## src/rtl/rr_bus_arbiter_if.sv

```systemverilog
// Shared-bus bundle between four requesters and the round-robin arbiter.
// The master side drives requests and beat data; the slave side is the arbiter.
interface rr_bus_arbiter_if #(
    parameter int DW = 8
);
    logic [3:0]    req;
    logic [3:0]    last;
    logic [DW-1:0] d0;
    logic [DW-1:0] d1;
    logic [DW-1:0] d2;
    logic [DW-1:0] d3;
    logic [3:0]    gnt;
    logic [1:0]    sel;
    logic          busy;
    logic [DW-1:0] data_out;
    logic          data_valid;
    logic          timeout_evt;

    modport master (
        output req, last, d0, d1, d2, d3,
        input  gnt, sel, busy, data_out, data_valid, timeout_evt
    );

    modport slave (
        input  req, last, d0, d1, d2, d3,
        output gnt, sel, busy, data_out, data_valid, timeout_evt
    );
endinterface

```

## src/rtl/rr_bus_arbiter.sv

```systemverilog
// Round-robin arbiter for a four-requester shared bus: multi-beat tenures,
// registered beat capture, and forced release after MAX_HOLD beats.
module rr_bus_arbiter #(
    parameter int DW       = 8,
    parameter int MAX_HOLD = 16
) (
    input logic           clk,
    input logic           rst_n,
    rr_bus_arbiter_if.slave bus
);
    localparam int HW = $clog2(MAX_HOLD + 1);

    typedef enum logic [1:0] {
        IDLE,
        OWN,
        GAP
    } state_t;

    state_t        state_q, state_d;
    logic [1:0]    ptr_q, ptr_d;
    logic [HW-1:0] hold_q, hold_d;
    logic [3:0]    gnt_q, gnt_d;
    logic [1:0]    sel_q, sel_d;
    logic          busy_q, busy_d;
    logic [DW-1:0] data_q, data_d;
    logic          valid_q, valid_d;
    logic          to_q, to_d;

    logic [1:0]    winner;
    logic [1:0]    idx;
    logic          found;
    logic [DW-1:0] d_sel;
    logic          own_req;
    logic          own_last;
    logic          at_max;
    logic          release_c;

    // First requester at or after ptr, wrapping modulo 4.
    always_comb begin
        winner = ptr_q;
        found  = 1'b0;
        idx    = ptr_q;
        for (int i = 0; i < 4; i++) begin
            idx = ptr_q + 2'(i);
            if (!found && bus.req[idx]) begin
                winner = idx;
                found  = 1'b1;
            end
        end
    end

    always_comb begin
        case (sel_q)
            2'd0:    d_sel = bus.d0;
            2'd1:    d_sel = bus.d1;
            2'd2:    d_sel = bus.d2;
            default: d_sel = bus.d3;
        endcase
    end

    assign own_req   = bus.req[sel_q];
    assign own_last  = bus.last[sel_q];
    assign at_max    = (hold_q == HW'(MAX_HOLD));
    assign release_c = (own_req && own_last) || !own_req || at_max;

    // NOTE: every next-state signal gets a default before the case, so no
    // path through this block can leave a variable unassigned and infer a latch.
    always_comb begin
        state_d = state_q;
        ptr_d   = ptr_q;
        hold_d  = hold_q;
        gnt_d   = gnt_q;
        sel_d   = sel_q;
        busy_d  = busy_q;
        data_d  = data_q;
        valid_d = valid_q;
        to_d    = 1'b0;

        case (state_q)
            IDLE: begin
                valid_d = 1'b0;
                if (|bus.req) begin
                    gnt_d   = 4'(1) << winner;
                    sel_d   = winner;
                    hold_d  = HW'(1);
                    busy_d  = 1'b1;
                    state_d = OWN;
                end
            end
            OWN: begin
                valid_d = own_req;
                if (own_req) begin
                    data_d = d_sel;
                end
                if (release_c) begin
                    gnt_d   = '0;
                    busy_d  = 1'b0;
                    state_d = GAP;
                    ptr_d   = sel_q + 2'd1;
                    // A last landing on the final allowed beat is a normal completion.
                    to_d    = at_max && !(own_req && own_last);
                end else begin
                    hold_d = hold_q + HW'(1);
                end
            end
            GAP: begin
                valid_d = 1'b0;
                state_d = IDLE;
            end
            default: state_d = IDLE;
        endcase
    end

    // NOTE: sequential state uses non-blocking assignments so every register
    // samples the pre-edge values regardless of statement order.
    always_ff @(posedge clk or negedge rst_n) begin
        if (!rst_n) begin
            state_q <= IDLE;
            ptr_q   <= '0;
            hold_q  <= '0;
            gnt_q   <= '0;
            sel_q   <= '0;
            busy_q  <= 1'b0;
            data_q  <= '0;
            valid_q <= 1'b0;
            to_q    <= 1'b0;
        end else begin
            state_q <= state_d;
            ptr_q   <= ptr_d;
            hold_q  <= hold_d;
            gnt_q   <= gnt_d;
            sel_q   <= sel_d;
            busy_q  <= busy_d;
            data_q  <= data_d;
            valid_q <= valid_d;
            to_q    <= to_d;
        end
    end

    assign bus.gnt         = gnt_q;
    assign bus.sel         = sel_q;
    assign bus.busy        = busy_q;
    assign bus.data_out    = data_q;
    assign bus.data_valid  = valid_q;
    assign bus.timeout_evt = to_q;
endmodule

```

## src/flat_wrapper.sv

```systemverilog
// flat-port wrapper written by rule: the top's interface ports become plain ports
module rr_bus_arbiter_flat 
#(
    parameter int DW       = 8,
    parameter int MAX_HOLD = 16
)
  (clk, rst_n, bus_req, bus_last, bus_d0, bus_d1, bus_d2, bus_d3, bus_gnt, bus_sel, bus_busy, bus_data_out, bus_data_valid, bus_timeout_evt);
  rr_bus_arbiter_if #(.DW(DW)) bus_i ();
  input logic clk;
  input logic rst_n;
  input wire logic [$bits(bus_i.req)-1:0] bus_req;
  input wire logic [$bits(bus_i.last)-1:0] bus_last;
  input wire logic [$bits(bus_i.d0)-1:0] bus_d0;
  input wire logic [$bits(bus_i.d1)-1:0] bus_d1;
  input wire logic [$bits(bus_i.d2)-1:0] bus_d2;
  input wire logic [$bits(bus_i.d3)-1:0] bus_d3;
  output wire logic [$bits(bus_i.gnt)-1:0] bus_gnt;
  output wire logic [$bits(bus_i.sel)-1:0] bus_sel;
  output wire logic [$bits(bus_i.busy)-1:0] bus_busy;
  output wire logic [$bits(bus_i.data_out)-1:0] bus_data_out;
  output wire logic [$bits(bus_i.data_valid)-1:0] bus_data_valid;
  output wire logic [$bits(bus_i.timeout_evt)-1:0] bus_timeout_evt;
  assign bus_i.req = bus_req;
  assign bus_i.last = bus_last;
  assign bus_i.d0 = bus_d0;
  assign bus_i.d1 = bus_d1;
  assign bus_i.d2 = bus_d2;
  assign bus_i.d3 = bus_d3;
  assign bus_gnt = bus_i.gnt;
  assign bus_sel = bus_i.sel;
  assign bus_busy = bus_i.busy;
  assign bus_data_out = bus_i.data_out;
  assign bus_data_valid = bus_i.data_valid;
  assign bus_timeout_evt = bus_i.timeout_evt;
  rr_bus_arbiter #(.DW(DW), .MAX_HOLD(MAX_HOLD)) u_core (.clk(clk), .rst_n(rst_n), .bus(bus_i));
endmodule
```

## config.mk

```make
export PLATFORM = sky130hd
export DESIGN_NAME = rr_bus_arbiter_flat
export DESIGN_NICKNAME = d
export VERILOG_FILES = /design/src/rtl/rr_bus_arbiter_if.sv /design/src/rtl/rr_bus_arbiter.sv /design/src/flat_wrapper.sv
export SDC_FILE = /design/constraint.sdc
export NUM_CORES = 1
export LEC_CHECK = 0
export ABC_AREA = 1
export CAP_MARGIN = 0
export CORE_MARGIN = 5
export CORE_UTILIZATION = 45
export CTS_CLUSTER_DIAMETER = 60
export DETAILED_ROUTE_END_ITERATION = 7
export PLACE_DENSITY = 0.82
export SYNTH_ARGS = -nofsm -noshare
export SYNTH_HDL_FRONTEND = slang
export SYNTH_SLANG_ARGS = --single-unit
```

## constraint.sdc

```tcl
create_clock -name clk -period 1.9 [get_ports clk]
set_input_delay 0.475 -clock clk [delete_from_list [all_inputs] [get_ports clk]]
set_output_delay 0.475 -clock clk [all_outputs]
set_load 0.02 [all_outputs]
```

# == Word-level counts from Yosys, hierarchy flattened ==
# Index checks and enable logic that the tools add are counted.
# W data, S select, Z words.
# totals
regBits,26
input_bits,42
# classes
addsub,5
order_cmp,5
n_eq_ne,8
shifts,1
mux,34
reduce_logical,24
# ops
cell,count
$pmux W8 S3,1
$lt A2 B3 Y1 const B,5
$mux W1,13
$bmux W1 S2,6
$mux W2,5
$mux W5,2
$pmux W5 S2,1
$mux W4,2
$pmux W4 S2,1
$reduce_and A2 Y1,4
$reduce_and A3 Y1,2
$add A5 B1 Y5 const B,1
$eq A5 B5 Y1 const B,1
$logic_and A1 B1 Y1,5
$logic_not A1 Y1,5
$add A2 B1 Y2 const B,2
$add A2 B2 Y2 const B,2
$eq A2 B1 Y1 const B,2
$eq A2 B2 Y1 const B,2
$logic_not A2 Y1,2
$ne A2 B1 Y1 const B,2
$pmux W1 S2,2
$pmux W2 S2,1
$reduce_bool A2 Y1,2
other kinds (5),6

# == Depth between registers and ports, before layout ==
# Gate-level depths: netlist of the first run.
# depth
depth_word,15
mapped_depth,13
depth_no_buf,13

# == Least setup slack after synthesis of the first run ==
# OpenSTA, ideal clock, no wires.
# synth_timing
path_kind,flip-flop to flip-flop
startpoint,"register u_core.sel_q[0], in the netlist u_core.bus.sel[0]"
endpoint,"register u_core.data_q[3], in the netlist u_core.bus.data_out[3]"
setup_ns,0.128
arrival_ns,1.413
path_slack_ns,0.359
path_stages_with_launch,8
path_buffers,2
synth_period_minus_slack_ns,1.541
path_cell_list,dfrtp_1 buf_6 inv_2 ha_1 clkbuf_1 a22o_1 o22ai_1 o21ai_0
# synth_via
elab_chain_len,3
word_cells_on_any_way,7
cone_classes,eq/ne: 2; mux: 3; reduce/logical: 2
# synth_rtl
element,line,rtl
from (decl),rr_bus_arbiter.sv:23,"logic [1:0] sel_q, sel_d;"
from (signal assigned),rr_bus_arbiter.sv:132,sel_q <= sel_d;
$bmux W1 S2,rr_bus_arbiter.sv:61,assign own_req = bus.req[sel_q];
$mux W1 (implied by the code),rr_bus_arbiter.sv:61,
$reduce_and A2 Y1 (no source line),-,
to (signal assigned),rr_bus_arbiter.sv:134,data_q <= data_d;
to (decl),rr_bus_arbiter.sv:25,"logic [DW-1:0] data_q, data_d;"
# Several ways; a longest one is shown, not always the timed one. The select of a mux whose other input is x is not followed.
# A chain may end at the register's enable or synchronous reset.

# == Worst setup path after layout of the first run ==
# layout_timing
startpoint,input bus_req[1]
endpoint,"register u_core.gnt_q[0], in the netlist u_core.bus.gnt[0]"
# layout_via
elab_chain_len,15
word_cells_on_any_way,33
cone_classes,eq/ne: 2; shift: 1; mux: 18; reduce/logical: 12
# layout_rtl
element,line,rtl
from (decl),flat_wrapper.sv:11,input wire logic [$bits(bus_i.req)-1:0] bus_req;
$bmux W1 S2,rr_bus_arbiter.sv:45,if (!found && bus.req[idx]) begin
$mux W1 (implied by the code),rr_bus_arbiter.sv:45,
$mux W1,rr_bus_arbiter.sv:45,
$logic_not A1 Y1,rr_bus_arbiter.sv:45,
$logic_and A1 B1 Y1,rr_bus_arbiter.sv:45,
$mux W1,rr_bus_arbiter.sv:45,
$logic_not A1 Y1,rr_bus_arbiter.sv:45,
$logic_and A1 B1 Y1,rr_bus_arbiter.sv:45,
$mux W1,rr_bus_arbiter.sv:45,
$logic_not A1 Y1,rr_bus_arbiter.sv:45,
$logic_and A1 B1 Y1,rr_bus_arbiter.sv:45,
$mux W2,rr_bus_arbiter.sv:45,
$shl A1 B2 Y4,rr_bus_arbiter.sv:83,gnt_d = 4'(1) << winner;
$mux W4,rr_bus_arbiter.sv:82,if (|bus.req) begin
$pmux W4 S2,rr_bus_arbiter.sv:79,case (state_q)
to (signal assigned),rr_bus_arbiter.sv:131,gnt_q <= gnt_d;
to (decl),rr_bus_arbiter.sv:22,"logic [3:0] gnt_q, gnt_d;"
# Several ways; a longest one is shown, not always the timed one. The select of a mux whose other input is x is not followed.

==> out/qor.yml, run 1 <==
clk_transition_reported_paths_ns: 0.09
place.detailed.hpwl_mm: 3.63
whs_ns: 0.491
timing.reg2reg.worst_path_depth: 7
min_to: "u_core.bus.busy"
synth_area_leaders: "sky130_fd_sc_hd__dfrtp_1 (38%), sky130_fd_sc_hd__nand2_1 (18%), sky130_fd_sc_hd__nand3_1 (5.3%)"
maxSlewHeadroom: 0.711
detail_route.wirelength_mm: 4.77
critical_path.max_fanout: 4
drive_above_1_share: 0.153
data_arrival_time_of_the_critical_path_ns: 1.94
layout.cells.most_common_list: "sky130_fd_sc_hd__nand2_1 (81), sky130_fd_sc_hd__clkdlybuf4s50_1 (56), sky130_fd_sc_hd__dfrtp_1 (24)"
setup_viol: 0
comb_power_share: 0.646
area.growth.synth_to_final_pct: 44.5
path_cells: "clkdlybuf4s50_1 -> inv_1 -> nand2_1 -> nand2_1 -> nand2_1 -> nand2_1 -> nor2_2 -> nand2_2 -> nand3_1 -> nand2_2 -> nand2_1 -> nand2_1"
syn_area_per_cell_um2: 7.25
row_count: 22
synth.net_count: 283
netSwitchingPower_w: 0.00195
maximum_clock_insertion_buffer_count: 2
boundaryPins: 59
required_ns: 2.07
p_clk_frac: 0.112
min_delay_path_depth: 2
worstReg2RegStart: "u_core.bus.sel[0]"
max_clock_freq_mhz: 563
number_of_design_rule_violations_left_by_the_first_detailed_router_iteration: 66
worst_setup_path_end_kind: "flip-flop"
seqPwrFrac: 0.242
tightestPinTransition_ns: 0.432
stdcell_area_mm2: 0.00246
cts_tree: "yes"
timing.max_cap.violations: 0
area.sequential_um2: 653
worst_r2r_endpoint: "u_core.hold_q[0]"
global_route.overflow_total: 0
hold_class: "reg2reg"
power_report.internal_total_w: 0.00211
area_inside_the_core_boundary_mm2: 0.00366
gp_routability_congestion: 0.849
leakage_nw: 1.20
start_kind: "input port"
fillCellCount: 307
hold_violations: 0
clk-insertion-delay-late_ns: 0.27
post-place-ws_ns: -0.118
initial_util: 0.465
cts_made_buffers: 3
post-cts-setup-buffers: 0
drt_pass1_iterations: 4
run_status: "finished clean"
switching_part_of_the_total_power: 0.480
fin_crit_sh: 0.934
crit_buf_inv: 2
critical-path-slowest-cell: "sky130_fd_sc_hd__clkdlybuf4s50_1"
syn_area_mm2: 0.00170
clock-sinks: 26
finalWorstPathRequiredPeriod_ns: 1.77
fp.dieW_um: 71.5
synth_cells: 235
grt_start_max_net_pins: 27
timing.critical_path.slowest_cell_delay_ns: 0.54
yosys_warn_count: 0
overall_routing_resource_usage: 0.190
worstSetupPathType: "in2reg"
drc: 0
timing.critical_path.max_delay_family: "simple AND/OR/NAND/NOR gates"
die_h_um: 71.5
vias_per_cell: 5.03
most_frequent_standard_cell_in_the_layout_excluding_fill_and_tap_cells: "sky130_fd_sc_hd__nand2_1"
setup.reg_to_reg.worst_slack_ns: 0.19
timing_max_transition_violations_final: 0
numPortBuffers: 58
number_of_global_route_vias_before_repair: 1727
grt_antenna_before_repair: 0
average_wire_per_cell_in_the_routed_design_um: 13.7
number_of_synthesized_register_bits: 26
cts-root-buf: "sky130_fd_sc_hd__clkbuf_8"
multi_input_area_um2: 950
power_density_mw_per_mm2: 1650
crit_path_frequent_cell: "sky130_fd_sc_hd__nand2_1"
nets: 349
cell_type_with_the_largest_total_area_after_synthesis: "sky130_fd_sc_hd__dfrtp_1"
fin_skew_ns: 0.00187
postRouteAntennaNets: 0
hold_start: "u_core.bus.busy"
seq_area_frac_synth: 0.382
dieArea_mm2: 0.00512
peakVddDrop_mv: 0.887
dr_total_vias: 1752
grt_pass1_wl_mm: 8.01
placed_area_mm2: 0.00238
timing.final.ws_setup_ns: 0.125
synth_cell_types: 24
htree_num_levels: 1
totalNegativeSetupSlack_ns: 0
area_share_of_the_leading_cell_type_in_the_synthesized_netlist: 0.382
antenna_cells: 0
==> cell usage after synthesis <==
library cell / count
sky130_fd_sc_hd__nor2_1: 10
sky130_fd_sc_hd__buf_6: 2
sky130_fd_sc_hd__buf_2: 1
sky130_fd_sc_hd__o21ai_1: 2
sky130_fd_sc_hd__a21oi_2: 2
sky130_fd_sc_hd__or2_2: 1
sky130_fd_sc_hd__nor2_4: 1
sky130_fd_sc_hd__clkbuf_1: 4
sky130_fd_sc_hd__dfrtp_1: 26
sky130_fd_sc_hd__a21oi_1: 3
sky130_fd_sc_hd__a22o_1: 8
sky130_fd_sc_hd__o22ai_1: 8
sky130_fd_sc_hd__inv_2: 6
sky130_fd_sc_hd__ha_1: 6
sky130_fd_sc_hd__nand4_1: 4
sky130_fd_sc_hd__nand3_2: 1
sky130_fd_sc_hd__inv_1: 14
sky130_fd_sc_hd__o21ai_0: 18
sky130_fd_sc_hd__nand2_2: 12
sky130_fd_sc_hd__nand2_4: 1
sky130_fd_sc_hd__xor2_1: 2
sky130_fd_sc_hd__nor2_2: 2
sky130_fd_sc_hd__nand2_1: 83
sky130_fd_sc_hd__nand3_1: 18
==> metal layers <==
metal	share of wire	up-vias	GRT usage
met2	0.43	56	0.287
met1	0.47	793	0.271
met5	0	-	0
met3	0.091	5	0.0491
met4	0.0082	0	0.0438
li1	-	898	-
==> worst min-delay path, delay by kind of cell, from the launching register on <==
family           cells  cell delay (ns)
DFF                  1             0.36
and+or+nand+nor      2             0.10
==> logic make-up after synthesis <==
family	Yosys count	synth area share
and+or+nand+nor	133	0.347
AOI/OAI and AO/OA	41	0.148
buffers and inverters	27	0.0690
DFF	26	0.382
adders and majority gates	6	0.0441
xor gates and xnor gates	2	0.0103
==> area by class of cell <==
class	count	area share
multi-input combinational	182	0.386
inverter	20	0.0305
timing repair buffer	68	0.265
tap	48	0.0244
sequential	26	0.265
clock inverter	1	0.0122
clock buffer	3	0.0168
==> power groups by stage <==
| stage | Combinational [W] | Clock, W | Sequential [W] |
|---|---|---|---|
| floorplan | 0.00158 | 0 | 0.00109 |
| global placement | 0.00252 | 0 | 0.000974 |
| detailed placement | 0.00257 | 0 | 0.000980 |
| CTS | 0.00258 | 0.000461 | 0.000973 |
| global route | 0.00293 | 0.000481 | 0.00102 |
| finish | 0.00263 | 0.000455 | 0.000984 |
==> how the worst max path moves through the flow <==
stage	from	to	slack, ns	cells past startpoint
3_3_place_gp	bus_req[0]	u_core.bus.gnt[3]	-0.13	11
5_1_grt	bus_req[0]	u_core.bus.gnt[3]	-0.04	11
2_1_floorplan	u_core.bus.sel[0]	u_core.bus.data_out[3]	0.36	7
3_5_place_dp	bus_req[2]	u_core.bus.gnt[1]	-0.12	11
6_report	bus_req[1]	u_core.bus.gnt[0]	0.13	12
4_1_cts	bus_req[0]	u_core.bus.gnt[3]	0.14	11
==> per-stage QoR <==
step           instances  utilization  power (W)
2_1_floorplan        235            -    0.00268
3_3_place_gp         344        0.649    0.00350
3_5_place_dp         344        0.649    0.00355
4_1_cts              348        0.668    0.00401
5_1_grt              348        0.673    0.00443
6_report             348        0.673    0.00406
==> sequential cells by signal, summed over array words and instances, names as in the netlist <==
signal	flops
u_core.bus.busy	1
u_core.bus.data_out	8
u_core.bus.data_valid	1
u_core.bus.gnt	4
u_core.bus.sel	2
u_core.bus.timeout_evt	1
u_core.hold_q	5
u_core.ptr_q	2
u_core.state_q	2
==> what timing repair did <==
action                                  4_1_cts  5_1_grt
pin swaps                                     0        2
resized for setup                             2        9
endpoints found under the setup margin        2        7
hold buffers                                  0        0
No activity file was read; power rests on OpenSTA's default activity.
==> inputs of run 2 (changes only) <==
--- a/config.mk
+++ b/config.mk
@@ -11,6 +11,7 @@
 export CORE_UTILIZATION = 45
 export CTS_CLUSTER_DIAMETER = 60
 export DETAILED_ROUTE_END_ITERATION = 7
+export GPL_ROUTABILITY_DRIVEN = 0
 export PLACE_DENSITY = 0.82
 export SYNTH_ARGS = -nofsm -noshare
 export SYNTH_HDL_FRONTEND = slang
==> results of run 2 <==
The final DEF is identical to that of run 1; final timing and power are the same.
==> inputs of run 3 (changes only) <==
--- a/config.mk
+++ b/config.mk
@@ -6,13 +6,14 @@
 export NUM_CORES = 1
 export LEC_CHECK = 0
 export ABC_AREA = 1
-export CAP_MARGIN = 0
+export CAP_MARGIN = 25
 export CORE_MARGIN = 5
 export CORE_UTILIZATION = 45
 export CTS_CLUSTER_DIAMETER = 60
 export DETAILED_ROUTE_END_ITERATION = 7
 export GPL_ROUTABILITY_DRIVEN = 0
 export PLACE_DENSITY = 0.82
+export SLEW_MARGIN = 0
 export SYNTH_ARGS = -nofsm -noshare
 export SYNTH_HDL_FRONTEND = slang
 export SYNTH_SLANG_ARGS = --single-unit
==> results of run 3 <==
The final DEF is identical to that of run 1; final timing and power are the same.
